### config.mk
export PLATFORM = sky130hd
export DESIGN_NAME = systolic_array_2x2
export DESIGN_NICKNAME = d
export VERILOG_FILES = /design/src/rtl/systolic_array_2x2.sv
export SDC_FILE = /design/constraint.sdc
export NUM_CORES = 1
export LEC_CHECK = 0
export ABC_AREA = 1
export CAP_MARGIN = 20
export CORE_ASPECT_RATIO = 0.5
export CORE_MARGIN = 1.5
export CORE_UTILIZATION = 60
export DETAILED_ROUTE_END_ITERATION = 7
export PLACE_DENSITY = 0.78
export RECOVER_POWER = 100
export REMOVE_ABC_BUFFERS = 1
export SYNTH_ARGS = -nofsm -noshare
export SYNTH_HDL_FRONTEND = slang
export SYNTH_SLANG_ARGS = --single-unit
### constraint.sdc
create_clock -name clk -period 9.3 [get_ports clk]
set_input_delay 2.79 -clock clk [delete_from_list [all_inputs] [get_ports clk]]
set_output_delay 2.79 -clock clk [all_outputs]
set_load 0.02 [all_outputs]
### src/rtl/systolic_array_2x2.sv
// systolic_array_2x2
// Output-stationary 2x2 signed systolic array computing C = A x B from the
// skewed operand streams produced by the MMU feeder.
//
// Ports:
//   clk              clock, all state updates on the rising edge
//   rst              asynchronous active-high reset
//   clear            synchronous clear of accumulators, pipeline regs and step counter
//   a_data0/a_data1  A (weight) operands entering PE00 / PE10 from the left
//   b_data0/b_data1  B (input) operands entering PE00 / PE01 from the top
//   c00..c11         signed accumulators of PE00, PE01, PE10, PE11 (wrap, no saturation)
//   valid            high once all four accumulators hold a complete 2-term dot product
module systolic_array_2x2 #(
  parameter int unsigned DATA_W = 8,
  parameter int unsigned ACC_W  = 16
) (
  input  logic              clk,
  input  logic              rst,
  input  logic              clear,
  input  logic [DATA_W-1:0] a_data0,
  input  logic [DATA_W-1:0] a_data1,
  input  logic [DATA_W-1:0] b_data0,
  input  logic [DATA_W-1:0] b_data1,
  output logic [ACC_W-1:0]  c00,
  output logic [ACC_W-1:0]  c01,
  output logic [ACC_W-1:0]  c10,
  output logic [ACC_W-1:0]  c11,
  output logic              valid
);

  localparam int unsigned ProdW = 2 * DATA_W;

  // PE index: 0 = PE00, 1 = PE01, 2 = PE10, 3 = PE11
  logic signed [DATA_W-1:0] pe_a    [4];
  logic signed [DATA_W-1:0] pe_b    [4];
  logic signed [ProdW-1:0]  prod    [4];
  logic signed [DATA_W-1:0] a_reg_q [4];
  logic signed [DATA_W-1:0] b_reg_q [4];
  logic signed [ACC_W-1:0]  acc_q   [4];
  logic signed [ACC_W-1:0]  acc_d   [4];

  logic [2:0] step_q;
  logic [2:0] step_d;
  logic       valid_q;

  // Operand routing: A flows right along a row, B flows down a column.
  always_comb begin
    pe_a[0] = a_data0;
    pe_b[0] = b_data0;
    pe_a[1] = a_reg_q[0];
    pe_b[1] = b_data1;
    pe_a[2] = a_data1;
    pe_b[2] = b_reg_q[0];
    pe_a[3] = a_reg_q[2];
    pe_b[3] = b_reg_q[1];
  end

  // Full-width signed product, sign-extended into the accumulator width.
  always_comb begin
    for (int p = 0; p < 4; p++) begin
      prod[p]  = ProdW'(pe_a[p]) * ProdW'(pe_b[p]);
      acc_d[p] = acc_q[p] + ACC_W'(prod[p]);
    end
  end

  // Step counter saturates at 4; valid is the registered "reached 4" flag.
  always_comb begin
    step_d = (step_q == 3'd4) ? step_q : step_q + 3'd1;
  end

  always_ff @(posedge clk or posedge rst) begin
    if (rst) begin
      for (int p = 0; p < 4; p++) begin
        acc_q[p]   <= '0;
        a_reg_q[p] <= '0;
        b_reg_q[p] <= '0;
      end
      step_q  <= '0;
      valid_q <= 1'b0;
    end else if (clear) begin
      for (int p = 0; p < 4; p++) begin
        acc_q[p]   <= '0;
        a_reg_q[p] <= '0;
        b_reg_q[p] <= '0;
      end
      step_q  <= '0;
      valid_q <= 1'b0;
    end else begin
      for (int p = 0; p < 4; p++) begin
        acc_q[p]   <= acc_d[p];
        a_reg_q[p] <= pe_a[p];
        b_reg_q[p] <= pe_b[p];
      end
      step_q  <= step_d;
      valid_q <= (step_d == 3'd4);
    end
  end

  assign c00   = acc_q[0];
  assign c01   = acc_q[1];
  assign c10   = acc_q[2];
  assign c11   = acc_q[3];
  assign valid = valid_q;

endmodule

# Yosys cells after proc, flatten, opt, wreduce, memory -nomap -nowiden
# Index checks and enable logic that the tools add are counted.
word_totals:
  ff_bits: 100
  elab_cells: 27
  output_inout_bits: 65
  input_bits: 35
op_classes:
  eq_ne: 2
  n_mul: 4
  addsub: 5
  mux: 6
ops:
  columns: ["cell", "count"]
  rows:
  - ["$add A16 B16 Y16", 4]
  - ["$mul A8 B8 Y16", 4]
  - ["$mux W32", 2]
  - ["$mux W64", 1]
  - ["$eq A3 B3 Y1 const B", 2]
  - ["$mux W3", 2]
  - ["$add A3 B1 Y3 const B", 1]
  - ["$mux W1", 1]

# Logic depth before layout (Yosys ltp)
logic_depth:
  word_depth: 4
  mapped_depth: 24
  depth_no_buf: 23

# Worst setup path after synthesis
# OpenSTA, ideal clock, no wires.
synth_path:
  path_kind: "input -> register"
  from: "input b_data0[0]"
  to: "register acc_q (netlist bit c00[15])"
  n_path_buf: 1
  slack_ns: 2.468
  cell_stages: 19
  t_arrival_ns: 6.713
  t_required_ns: 9.181
  setup_ns: 0.119
  path_cell_list: "clkbuf_1 nand2_1 inv_1 fa_1 fa_1 fa_1 inv_1 fa_1 inv_1 ha_1 ha_1 nand2_1 inv_1 a21boi_0 nand2_1 nor2_1 nand3_1 nand2_1 nor2_1"
synth_between:
  elab_chain_len: 3
synth_lines:
  columns: ["element", "line", "source"]
  rows:
  - ["start, declared", "22", "input logic [DATA_W-1:0] b_data0,"]
  - ["$mul A8 B8 Y16", "61", "prod[p] = ProdW'(pe_a[p]) * ProdW'(pe_b[p]);"]
  - ["$add A16 B16 Y16", "62", "acc_d[p] = acc_q[p] + ACC_W'(prod[p]);"]
  - ["$mux W64", "80", "end else if (clear) begin"]
  - ["end signal, assigned by index", "90", "acc_q[p] <= acc_d[p];"]
  - ["end, declared", "39", "logic signed [ACC_W-1:0] acc_q [4];"]
# No other way between the ends.

# Final worst setup path
layout_path:
  from: "input b_data0[0]"
  to: "register acc_q (netlist bit c00[11])"
# The elaborated chain is that of the path after synthesis.

==> flow_summary.ini <==
[status]
status = finished with violations
failed_checks = max-capacitance violations, max-slew violations

[logic_synthesis]
synth.area.mux_share = 0
synthTopCellsByArea = fa_1 (36%), dfrtp_1 (16%), inv_1 (13%)
post_synth_and_or_nand_nor_area_fraction = 0.1556
syn_area_per_cell_um2 = 8.269
synth_fa_ha_area_frac = 0.4834
ys_seq_elements = 100
netlist_area_mm2 = 0.01565
synth_top_family_by_area = adder cells
synthXorXnorAreaFrac = 0.01735
synthCells = 1892
synth.distinct_cells = 35
synth_top_area_cell = fa_1
synth_compound_area_frac = 0.03583
synth_seq_area_share = 0.1599
ys_warn_count = 0
synth_top_area_share = 0.3634

[routing]
via_per_inst = 4.951
wl_per_cell_um = 14.08
firstDrtPassIters = 5
via_count = 11310
drtIter0Drc = 628
routed_wl_mm = 32.16
ant_nets = 0
drc = 0

[floorplan]
die_area_mm2 = 0.02711
num_rows = 41
core_mm2 = 0.02539
die_y_um = 117.2
initial_core_util = 0.6161
pin_count = 100
die_x_um = 231.4

[finish]
final_cell_mix = inv_1 (537), nand2_1 (393), fa_1 (284)
area_growth_pct = 9.269
final_common_cell = inv_1
post_route_cells_drive_above_1_share = 0.02062
finalNetCount = 2404
diodes = 0
design_area_mm2 = 0.01710

[min_path]
hold_depth = 3
hold_start = c01[0]
holdCritPathClass = flip-flop to flip-flop
min_to = c01[0]

[timing]
holdWs_ns = 0.6156
setup_slack_ns = 1.759
min_period_over_period = 0.8108
setup_violations = 0
hold_viol = 0
rsz0062_at_grt = false
tns_ns = 0
worst_slew_pin_slew_ns = 3.529
slew_headroom = -1.353
slew_viol_final = 177
layout_min_cycle_time_ns = 7.541
fmax_ghz = 0.1326
fin_worst_skew_ns = 0.007849

[pwr]
pwr-share-clk = 0.080
p_leak_nw = 10.25
p_int_w = 0.002352
comb_power_share = 0.785
switching_power_w = 0.002643
max-vdd-ir-drop_uv = 429.2
swShare = 0.5291
powerDensity_mw_per_mm2 = 292.2
power_frac_seq = 0.136

[clock_network]
cts_buffer_depth = 2
ctsHoldBuffers = 0
cts-buffers-inserted = 9
ctsResizeCount = 0
clock_latency_ns = 0.38
clock_sinks = 100
cts_max_level = 3
cts_setup_buffers = 0
cts_root_buf = clkbuf_16
clk_pin_slew_ns = 0.08
cts_tree = built

[grt]
antenna_found_initial = 0
grt_overflow = 0
grt_pass1_vias = 11990
grt_max_degree = 74
grt_usage = 0.2698
grt_pass1_wl_mm = 56.95

[setup_path]
crit_type = primary input to flip-flop
rr_worst_depth = 17
r2r_end = c11[15]
endpoint_kind = flip-flop
worstReg2RegStart = a_reg_q[15]
ff2ff_setup_slack_ns = 4.62
cp_data_arrival_time_ns = 7.67
cp-start-kind = primary input
path_max_fanout = 9
worst_ep_required_time_ns = 9.42

[placement]
gp_congestion = 0.9185
detailedPlace.worstSlack_ns = 1.618
portBuffers = 99
post-dp-hpwl_mm = 27.01
postPlaceCellArea_mm2 = 0.01683

[flow_run]
cap_violations = 3
-- power groups by stage --
stage | registers, W | clock network, W | logic, W
final | 0.000678 | 0.000399 | 0.00392
after global routing | 0.000695 | 0.000425 | 0.00457
after CTS | 0.000684 | 0.000410 | 0.00400
after detailed placement | 0.000689 | 0 | 0.00396
after global placement | 0.000691 | 0 | 0.00382
after floorplan | 0.000767 | 0 | 0.00291
-- metrics by stage --
stage	power [W]	util	cells
floorplan	0.003681	-	1822
global placement	0.004510	0.6618	2267
detailed placement	0.004645	0.6629	2268
CTS	0.005093	0.6747	2284
global route	0.005692	0.6732	2284
finish	0.004996	0.6732	2284
-- state kept, by name (all words and copies together) (netlist names) --
signal / count
b_reg_q: 16
valid: 1
step_q: 3
c00: 16
c11: 16
c10: 16
a_reg_q: 16
c01: 16
-- routing by layer --
layer	track usage	vias to the layer above	wire length (um)
met1	0.3543	5509	14240
met2	0.4747	249	15850
met4	0.07843	0	592
met3	0.03876	47	1479
met5	0	-	0
li1	-	5503	-
-- area by class of cell --
cell class,instances,area (um^2)
clock buffers,10,229.0
clock inverters,6,71.32
fillers,2059,8298
inverters,544,2043
multi-input cells,1178,10820
flip-flops and latches,100,2502
well taps,344,430.4
repair buffers,102,997.2
-- cells in the mapped netlist, drive strengths merged --
cell / count
nand3: 43
nor2: 151
o21bai: 5
clkbuf: 63
o21ai: 36
xnor2: 12
a31oi: 3
nand4: 5
xor2: 19
nor3: 6
nand3b: 5
ha: 150
inv: 542
or2: 2
fa: 284
a21boi: 2
nand2: 398
nor2b: 1
o2111ai: 1
clkinv: 2
a21oi: 54
buf: 7
dfrtp: 100
a21o: 1
-- cell families after synthesis --
kind of cell             after synthesis
adder cells (fa/ha/maj)              434
AO/OA/AOI/OAI                        102
AND/OR/NAND/NOR                      611
XOR/XNOR                              31
buffers and inverters                614
flip-flops                           100
-- worst max path at each step --
stage               start      end  slack [ns]  depth (start not counted)
2_1_floorplan  b_data1[7]  c01[13]        2.65                         17
3_3_place_gp   b_data0[0]  c00[14]        1.70                         18
3_5_place_dp   b_data0[0]  c00[15]        1.62                         18
4_1_cts        b_data1[2]  c01[15]        2.00                         18
5_1_grt        b_data0[0]  c00[11]        1.49                         14
6_report       b_data0[0]  c00[11]        1.76                         14
-- worst max-delay path, stage by stage --
cell	delay, ns
dlygate4sd3_1	0.80
nand2_1	0.16
inv_1	0.38
fa_1	0.54
fa_1	0.52
fa_1	0.56
fa_1	0.43
ha_1	0.30
ha_1	0.34
a21oi_1	0.18
o21ai_0	0.14
a21oi_1	0.26
xor2_1	0.21
nor2_1	0.06
(Power assumes the default switching activity.)
